### src/rtl/ram_port_arbiter_if.sv
// Requester-side command/response bundle for ram_port_arbiter.
// The master is the client block; the slave is the arbiter.
interface ram_port_arbiter_if #(
  parameter int unsigned ADDR_W = 4,
  parameter int unsigned DATA_W = 32
);
  logic              req;
  logic              we;
  logic [ADDR_W-1:0] addr;
  logic [DATA_W-1:0] wdata;
  logic              gnt;
  logic              rvalid;
  logic [DATA_W-1:0] rdata;

  modport master (output req, we, addr, wdata, input gnt, rvalid, rdata);
  modport slave  (input req, we, addr, wdata, output gnt, rvalid, rdata);
endinterface

### src/rtl/ram_port_arbiter.sv
// Round-robin arbiter sharing one write/read RAM port pair between requesters A and B.
// Read results are routed back to the issuer through a latency-matched ID pipeline.
module ram_port_arbiter #(
  parameter int unsigned ADDR_W = 4,
  parameter int unsigned DATA_W = 32,
  parameter int unsigned RD_LAT = 1
) (
  input  logic              clk,
  input  logic              rst,
  ram_port_arbiter_if.slave a_if,
  ram_port_arbiter_if.slave b_if,
  output logic              wr_enable_o,
  output logic [ADDR_W-1:0] wr_addr_o,
  output logic [DATA_W-1:0] data_in_o,
  output logic              rd_enable_o,
  output logic [ADDR_W-1:0] rd_addr_o,
  input  logic [DATA_W-1:0] data_out_i
);

  localparam int unsigned PIPE_D  = RD_LAT + 1;
  localparam logic [0:0]  GRANT_A = 1'b0;
  localparam logic [0:0]  GRANT_B = 1'b1;

  logic [0:0]        last_grant_q, last_grant_d;
  logic              wr_en_q, wr_en_d;
  logic              rd_en_q, rd_en_d;
  logic [ADDR_W-1:0] wr_addr_q, wr_addr_d;
  logic [ADDR_W-1:0] rd_addr_q, rd_addr_d;
  logic [DATA_W-1:0] data_in_q, data_in_d;
  logic [PIPE_D-1:0] pipe_vld_q, pipe_vld_d;
  logic [PIPE_D-1:0] pipe_id_q, pipe_id_d;
  logic              rvalid_a_q, rvalid_a_d;
  logic              rvalid_b_q, rvalid_b_d;
  logic [DATA_W-1:0] rdata_a_q, rdata_a_d;
  logic [DATA_W-1:0] rdata_b_q, rdata_b_d;

  logic              gnt_a_c, gnt_b_c, gnt_any_c, sel_we_c;
  logic [ADDR_W-1:0] sel_addr_c;
  logic [DATA_W-1:0] sel_wdata_c;

  // Arbitration: a conflict goes to whichever requester was not granted last.
  always_comb begin
    gnt_a_c = 1'b0;
    gnt_b_c = 1'b0;
    if (!rst) begin
      if (a_if.req && (!b_if.req || last_grant_q == GRANT_B)) gnt_a_c = 1'b1;
      else if (b_if.req)                                        gnt_b_c = 1'b1;
    end
  end

  assign gnt_any_c   = gnt_a_c | gnt_b_c;
  assign sel_we_c    = gnt_a_c ? a_if.we    : b_if.we;
  assign sel_addr_c  = gnt_a_c ? a_if.addr  : b_if.addr;
  assign sel_wdata_c = gnt_a_c ? a_if.wdata : b_if.wdata;

  always_comb begin
    last_grant_d = last_grant_q;
    wr_en_d      = gnt_any_c & sel_we_c;
    rd_en_d      = gnt_any_c & ~sel_we_c;
    wr_addr_d    = wr_addr_q;
    data_in_d    = data_in_q;
    rd_addr_d    = rd_addr_q;
    if (gnt_a_c)      last_grant_d = GRANT_A;
    else if (gnt_b_c) last_grant_d = GRANT_B;
    if (wr_en_d) begin
      wr_addr_d = sel_addr_c;
      data_in_d = sel_wdata_c;
    end
    if (rd_en_d) rd_addr_d = sel_addr_c;
    // Last stage lines up with the cycle in which data_out is valid.
    pipe_vld_d = {pipe_vld_q[PIPE_D-2:0], rd_en_d};
    pipe_id_d  = {pipe_id_q[PIPE_D-2:0], gnt_b_c};
    rvalid_a_d = pipe_vld_q[PIPE_D-1] & ~pipe_id_q[PIPE_D-1];
    rvalid_b_d = pipe_vld_q[PIPE_D-1] &  pipe_id_q[PIPE_D-1];
    rdata_a_d  = rvalid_a_d ? data_out_i : rdata_a_q;
    rdata_b_d  = rvalid_b_d ? data_out_i : rdata_b_q;
  end

  always_ff @(posedge clk) begin
    if (rst) begin
      last_grant_q <= GRANT_B;
      wr_en_q      <= 1'b0;
      rd_en_q      <= 1'b0;
      wr_addr_q    <= '0;
      rd_addr_q    <= '0;
      data_in_q    <= '0;
      pipe_vld_q   <= '0;
      pipe_id_q    <= '0;
      rvalid_a_q   <= 1'b0;
      rvalid_b_q   <= 1'b0;
      rdata_a_q    <= '0;
      rdata_b_q    <= '0;
    end else begin
      last_grant_q <= last_grant_d;
      wr_en_q      <= wr_en_d;
      rd_en_q      <= rd_en_d;
      wr_addr_q    <= wr_addr_d;
      rd_addr_q    <= rd_addr_d;
      data_in_q    <= data_in_d;
      pipe_vld_q   <= pipe_vld_d;
      pipe_id_q    <= pipe_id_d;
      rvalid_a_q   <= rvalid_a_d;
      rvalid_b_q   <= rvalid_b_d;
      rdata_a_q    <= rdata_a_d;
      rdata_b_q    <= rdata_b_d;
    end
  end

  assign a_if.gnt    = gnt_a_c;
  assign b_if.gnt    = gnt_b_c;
  assign a_if.rvalid = rvalid_a_q;
  assign b_if.rvalid = rvalid_b_q;
  assign a_if.rdata  = rdata_a_q;
  assign b_if.rdata  = rdata_b_q;
  assign wr_enable_o = wr_en_q;
  assign wr_addr_o   = wr_addr_q;
  assign data_in_o   = data_in_q;
  assign rd_enable_o = rd_en_q;
  assign rd_addr_o   = rd_addr_q;

endmodule

### src/flat_wrapper.sv
// flat-port wrapper written by rule: the top's interface ports become plain ports
module ram_port_arbiter_flat 
#(
  parameter int unsigned ADDR_W = 4,
  parameter int unsigned DATA_W = 32,
  parameter int unsigned RD_LAT = 1
)
  (clk, rst, wr_enable_o, wr_addr_o, data_in_o, rd_enable_o, rd_addr_o, data_out_i, a_if_req, a_if_we, a_if_addr, a_if_wdata, a_if_gnt, a_if_rvalid, a_if_rdata, b_if_req, b_if_we, b_if_addr, b_if_wdata, b_if_gnt, b_if_rvalid, b_if_rdata);
  ram_port_arbiter_if #(.ADDR_W(ADDR_W), .DATA_W(DATA_W)) a_if_i ();
  ram_port_arbiter_if #(.ADDR_W(ADDR_W), .DATA_W(DATA_W)) b_if_i ();
  input  logic clk;
  input  logic rst;
  output logic wr_enable_o;
  output logic [ADDR_W-1:0] wr_addr_o;
  output logic [DATA_W-1:0] data_in_o;
  output logic rd_enable_o;
  output logic [ADDR_W-1:0] rd_addr_o;
  input  logic [DATA_W-1:0] data_out_i;
  input wire logic [$bits(a_if_i.req)-1:0] a_if_req;
  input wire logic [$bits(a_if_i.we)-1:0] a_if_we;
  input wire logic [$bits(a_if_i.addr)-1:0] a_if_addr;
  input wire logic [$bits(a_if_i.wdata)-1:0] a_if_wdata;
  output wire logic [$bits(a_if_i.gnt)-1:0] a_if_gnt;
  output wire logic [$bits(a_if_i.rvalid)-1:0] a_if_rvalid;
  output wire logic [$bits(a_if_i.rdata)-1:0] a_if_rdata;
  input wire logic [$bits(b_if_i.req)-1:0] b_if_req;
  input wire logic [$bits(b_if_i.we)-1:0] b_if_we;
  input wire logic [$bits(b_if_i.addr)-1:0] b_if_addr;
  input wire logic [$bits(b_if_i.wdata)-1:0] b_if_wdata;
  output wire logic [$bits(b_if_i.gnt)-1:0] b_if_gnt;
  output wire logic [$bits(b_if_i.rvalid)-1:0] b_if_rvalid;
  output wire logic [$bits(b_if_i.rdata)-1:0] b_if_rdata;
  assign a_if_i.req = a_if_req;
  assign a_if_i.we = a_if_we;
  assign a_if_i.addr = a_if_addr;
  assign a_if_i.wdata = a_if_wdata;
  assign a_if_gnt = a_if_i.gnt;
  assign a_if_rvalid = a_if_i.rvalid;
  assign a_if_rdata = a_if_i.rdata;
  assign b_if_i.req = b_if_req;
  assign b_if_i.we = b_if_we;
  assign b_if_i.addr = b_if_addr;
  assign b_if_i.wdata = b_if_wdata;
  assign b_if_gnt = b_if_i.gnt;
  assign b_if_rvalid = b_if_i.rvalid;
  assign b_if_rdata = b_if_i.rdata;
  ram_port_arbiter #(.ADDR_W(ADDR_W), .DATA_W(DATA_W), .RD_LAT(RD_LAT)) u_core (.clk(clk), .rst(rst), .a_if(a_if_i), .b_if(b_if_i), .wr_enable_o(wr_enable_o), .wr_addr_o(wr_addr_o), .data_in_o(data_in_o), .rd_enable_o(rd_enable_o), .rd_addr_o(rd_addr_o), .data_out_i(data_out_i));
endmodule
### config.mk
export PLATFORM = sky130hd
export DESIGN_NAME = ram_port_arbiter_flat
export DESIGN_NICKNAME = d
export VERILOG_FILES = /design/src/rtl/ram_port_arbiter_if.sv /design/src/rtl/ram_port_arbiter.sv /design/src/flat_wrapper.sv
export SDC_FILE = /design/constraint.sdc
export NUM_CORES = 1
export LEC_CHECK = 0
export BUFFER_PORTS_ARGS = -buffer_cell sky130_fd_sc_hd__clkbuf_2
export CORE_MARGIN = 5
export CORE_UTILIZATION = 29
export CTS_CLUSTER_DIAMETER = 100
export DETAILED_ROUTE_END_ITERATION = 10
export REMOVE_ABC_BUFFERS = 1
export SKIP_CTS_REPAIR_TIMING = 1
export SYNTH_ARGS = -nofsm -noshare
export SYNTH_HDL_FRONTEND = slang
export SYNTH_SLANG_ARGS = --single-unit
### constraint.sdc
create_clock -name clk -period 1.63 [get_ports clk]
set_input_delay 0.2445 -clock clk [delete_from_list [all_inputs] [get_ports clk]]
set_output_delay 0.2445 -clock clk [all_outputs]
set_load 0.03 [all_outputs]
* After elaboration in Yosys (flattened, before gate mapping)
Index checks and enable logic that the tools add are counted.
** Cells by class
- Muxes and demuxes :: 10
- Bitwise logic cells :: 7
- Reductions and logical operators :: 4
** Operators with widths (number)
- two-way mux 32 bit :: 1
- two-way mux 1 bit :: 8
- AND 1 bit :: 4
- two-way mux 4 bit :: 1
- NOT 1 bit :: 2
- nonzero test 2 bit :: 1
- logical AND 1 bit :: 1
- zero test 1 bit :: 1
- logical OR 1 bit :: 1
- OR 1 bit :: 1
** Storage, ports and cells
- Register bits :: 113
- Input port bits :: 110
- Output and inout bits :: 110
- Logic and storage cells :: 33

* Longest topological paths before layout
- Depth after elaboration :: 8
- Mapped depth :: 6
- Depth with buffers taken out :: 4

* Worst setup path before layout
OpenSTA, ideal clock, no wires.
- Kind :: register to output
- Start :: reg u_core.last_grant_q
- End :: out a_if_gnt
- Arrival time :: 1114 ps
- Data required time :: 1385 ps
- Slack :: 271 ps
- Cell stages (with the launch flop) :: 6
- Buffers on the path :: 2
- Cells stage by stage :: dfxtp_1 -> nand2b_4 -> nand3b_1 -> buf_4 -> buf_4 -> inv_1
** Between the ends
- Cells in the longest elaborated chain, start to end :: 4
** Ends and longest elaborated chain
- start: declaration :: RTL line ram_port_arbiter.sv:24 : logic [0:0] last_grant_q, last_grant_d;
- start signal: assignment :: RTL line ram_port_arbiter.sv:94 : last_grant_q <= last_grant_d;
- logical OR 1 bit :: RTL line ram_port_arbiter.sv:46 : if (a_if.req && (!b_if.req || last_grant_q == GRANT_B)) gnt_a_c = 1'b1;
- logical AND 1 bit :: RTL line ram_port_arbiter.sv:46
- two-way mux 1 bit :: RTL line ram_port_arbiter.sv:46
- two-way mux 1 bit :: RTL line ram_port_arbiter.sv:45 : if (!rst) begin
- end: declaration :: RTL line flat_wrapper.sv:23 : output wire logic [$bits(a_if_i.gnt)-1:0] a_if_gnt;
Every way passes these cells.

* Worst setup path in the final report
Ends and elaborated chain as after synthesis.

==> reports/qor.csv <==
stage,metric,value,unit
detailed_routing,drt.antenna.violating_nets,0,
pwr,intPower,4740,uW
synth,yosys_warnings,0,
setup_path,start_kind,flop,
placement,place_area,5530,sq um
global_route,grt_pass1_wl,20100,um
synth,synth_area,4260,sq um
setup_path,critPathKind,flop to primary output,
sta,finalCritPeriodShare,0.955,
global_route,grt_max_degree,48,
cells_and_area,area_growth_syn_to_layout,39.8,%
job,drv_cap,0,
setup_path,cp_cell_sequence,"nand2b_4, nand3b_1, buf_12, inv_1, buf_6",
sta,min_period,1560,ps
clock_network,cts_max_level,3,
setup_path,required,1390,ps
setup_path,critPathMaxStageDelay,330,ps
setup_path,cp-end-kind,primary output,
cells_and_area,fin_util,0.411,
detailed_routing,firstDrtPassIters,4,
detailed_routing,routed_wl,12600,um
cells_and_area,final_common_cell,clkbuf_2,
synth,yosysTopAreaCellShare,0.527,
global_route,antenna_found_initial,0,
detailed_routing,wire_per_inst,14.9,um
clock_network,cts_buffers,9,
cells_and_area,finalNonFillerCells,848,
cells_and_area,seqCellArea,2240,sq um
synth,synthCells,445,
placement,port_buffers,219,
setup_path,r2r_setup_slack,200,ps
setup_path,worstRegToRegCells,6,
cells_and_area,fin_area,5950,sq um
detailed_routing,vias_per_cell,4.67,
min_path,hp-start,data_out_i[15],
sta,setup_viol,0,
clock_network,insertion_delay,350,ps
detailed_routing,drc_errors,0,
clock_network,clock_sinks,112,
synth,ys_seq_area_frac,0.527,
sta,drv_slew,0,
sta,fin_skew,7.56,ps
synth,ys_types,24,
cells_and_area,nFillCells,1432,
detailed_routing,vias,3963,
setup_path,cp_max_fo,7,
detailed_routing,drt_iter0_drc,182,
floorplan,die_area,17200,sq um
clock_network,cts_root_buf,clkbuf_16,
clock_network,clockBufferDepth,2,
pwr,p_per_area,1070,nW/um^2
clock_network,cts_tree,built,
floorplan,chipHeight,131,um
min_path,min_path_cells,3,
pwr,p_clk_frac,0.404,
sta,slew_headroom,0.691,
floorplan,io_pins,220,
floorplan,initial_utilization,0.294,
setup_path,arrival,1310,ps
pwr,seq_power_share,0.457,
synth,synth_top_area_cell,dfxtp_1,
floorplan,rows,44,
min_path,whs_endpoint,u_core.a_if.rdata[15]$_SDFFE_PP0P_,
synth,syn_area_per_cell,9.57,sq um
global_route,grt_usage,0.141,
setup_path,r2r_start,u_core.last_grant_q$_SDFFE_PP1P_,
cells_and_area,drive_above_1_share,0.422,
floorplan,die-width,131,um
pwr,pwr-share-comb,0.139,
min_path,hold_path.class,input pin to flop,
floorplan,coreArea,14500,sq um
pwr,swShare,0.257,
run_status,outcome,"finished, final reports clean",
global_route,grt.overflow.total,0,
cells_and_area,multi_input_comb_area,1800,sq um
placement,dp.final_hpwl,9360,um
cells_and_area,layout.nets,769,
sta,hold_viol_final,0,
placement,dpl.cell_count,826,
clock_network,clkSlewWorstSetupHoldPaths,70,ps
sta,worst_pin_slew,464,ps
synth,synth_area_leaders,"dfxtp_1, nand2_1, mux2i_1",
setup_path,crit_slowest_cell,dfxtp_2,
pwr,p_leak,0.00279,uW
pwr,p_sw,1640,uW
placement,place_congestion,0.805,
cells_and_area,antenna_cells,0,
setup_path,timing.rr.end,u_core.rd_addr_o[2]$_SDFFE_PP0P_,
global_route,grt_pass1_vias,4017,
pwr,vdd_drop_max,0.580,mV
sta,fmax,0.643,GHz
synth,ys_ff_latch,112,
cells_and_area,final_cell_mix,"clkbuf_2, nand2_1, dfxtp_1",
-- area by class of cell --
cell class                      count  area share
Inverter                            2     0.00126
Clock inverter                      6      0.0193
Tap cell                          184      0.0387
Multi-Input combinational cell    295       0.302
Sequential cell                   112       0.377
Clock buffer                       10      0.0402
Timing Repair Buffer              239       0.222
-- sequential cells by signal (all words and copies together) (netlist names) --
signal               flops
u_core.b_if.rdata       32
u_core.rd_addr_o         4
u_core.pipe_id_q         2
u_core.wr_addr_o         4
u_core.b_if.rvalid       1
u_core.last_grant_q      1
u_core.wr_enable_o       1
u_core.a_if.rvalid       1
u_core.a_if.rdata       32
u_core.pipe_vld_q        2
u_core.data_in_o        32
-- cells by family after synthesis --
group	count (synthesis)	synth area share
AO/OA/AOI/OAI	108	0.193
multiplexers	36	0.0846
buffers and inverters	38	0.0523
flip-flops	112	0.527
AND/OR/NAND/NOR	151	0.143
-- worst max-delay path: cells and delay by family, from the launching register on --
family | cells | cell delay (ps)
AND/OR/NAND/NOR | 2 | 280
flip-flops | 1 | 330
buffers and inverters | 3 | 360
-- how the worst max path moves through the flow --
stage	start	to	slack (ps)
floorplan	u_core.last_grant_q$_SDFFE_PP1P_	a_if_gnt	-970
finish	u_core.last_grant_q$_SDFFE_PP1P_	a_if_gnt	70
global placement	rst	u_core.data_in_o[13]$_SDFFE_PP0P_	170
global route	u_core.last_grant_q$_SDFFE_PP1P_	a_if_gnt	-5
detailed placement	rst	u_core.data_in_o[18]$_SDFFE_PP0P_	110
CTS	u_core.last_grant_q$_SDFFE_PP1P_	a_if_gnt	-100
-- power groups by stage --
stage          clock network, uW  registers [uW]  logic (uW)
2_1_floorplan                  0            3180         273
3_3_place_gp                   0            2980         861
3_5_place_dp                   0            2980         874
4_1_cts                     2650            2920         874
5_1_grt                     2760            2930         955
6_report                    2580            2920         885
-- stage by stage --
step | power (uW) | setup WS, ps | hold slack [ps] | setup TNS (ps)
after floorplan | 3450 | -972 | 314 | -35330
after global placement | 3840 | 172 | 419 | 0
final | 6380 | 74.1 | 126 | 0
after CTS | 6440 | -99.6 | 105 | -99.6
after global routing | 6650 | -4.67 | 111 | -4.67
after detailed placement | 3850 | 110 | 431 | 0
-- Yosys cell counts, drive strengths merged --
master and n:
a211oi 4, a21bo 1, a21oi 64, a32oi 1, and2 2, and2b 1
buf 21, clkbuf 15, dfxtp 112, inv 2, mux2i 36, nand2 130
nand2b 3, nand3b 1, nor2 8, nor2b 5, o21ai 1, o2bb2ai 37
or2 1
-- layer usage --
metal  track usage  share of wire  vias up
li1              -              -     1942
met3        0.0539           0.11       10
met5             0              0        -
met2         0.223           0.45      210
met1         0.175           0.43     1801
met4        0.0537          0.016        0
Note: power is estimated with default switching activity, not from simulation.
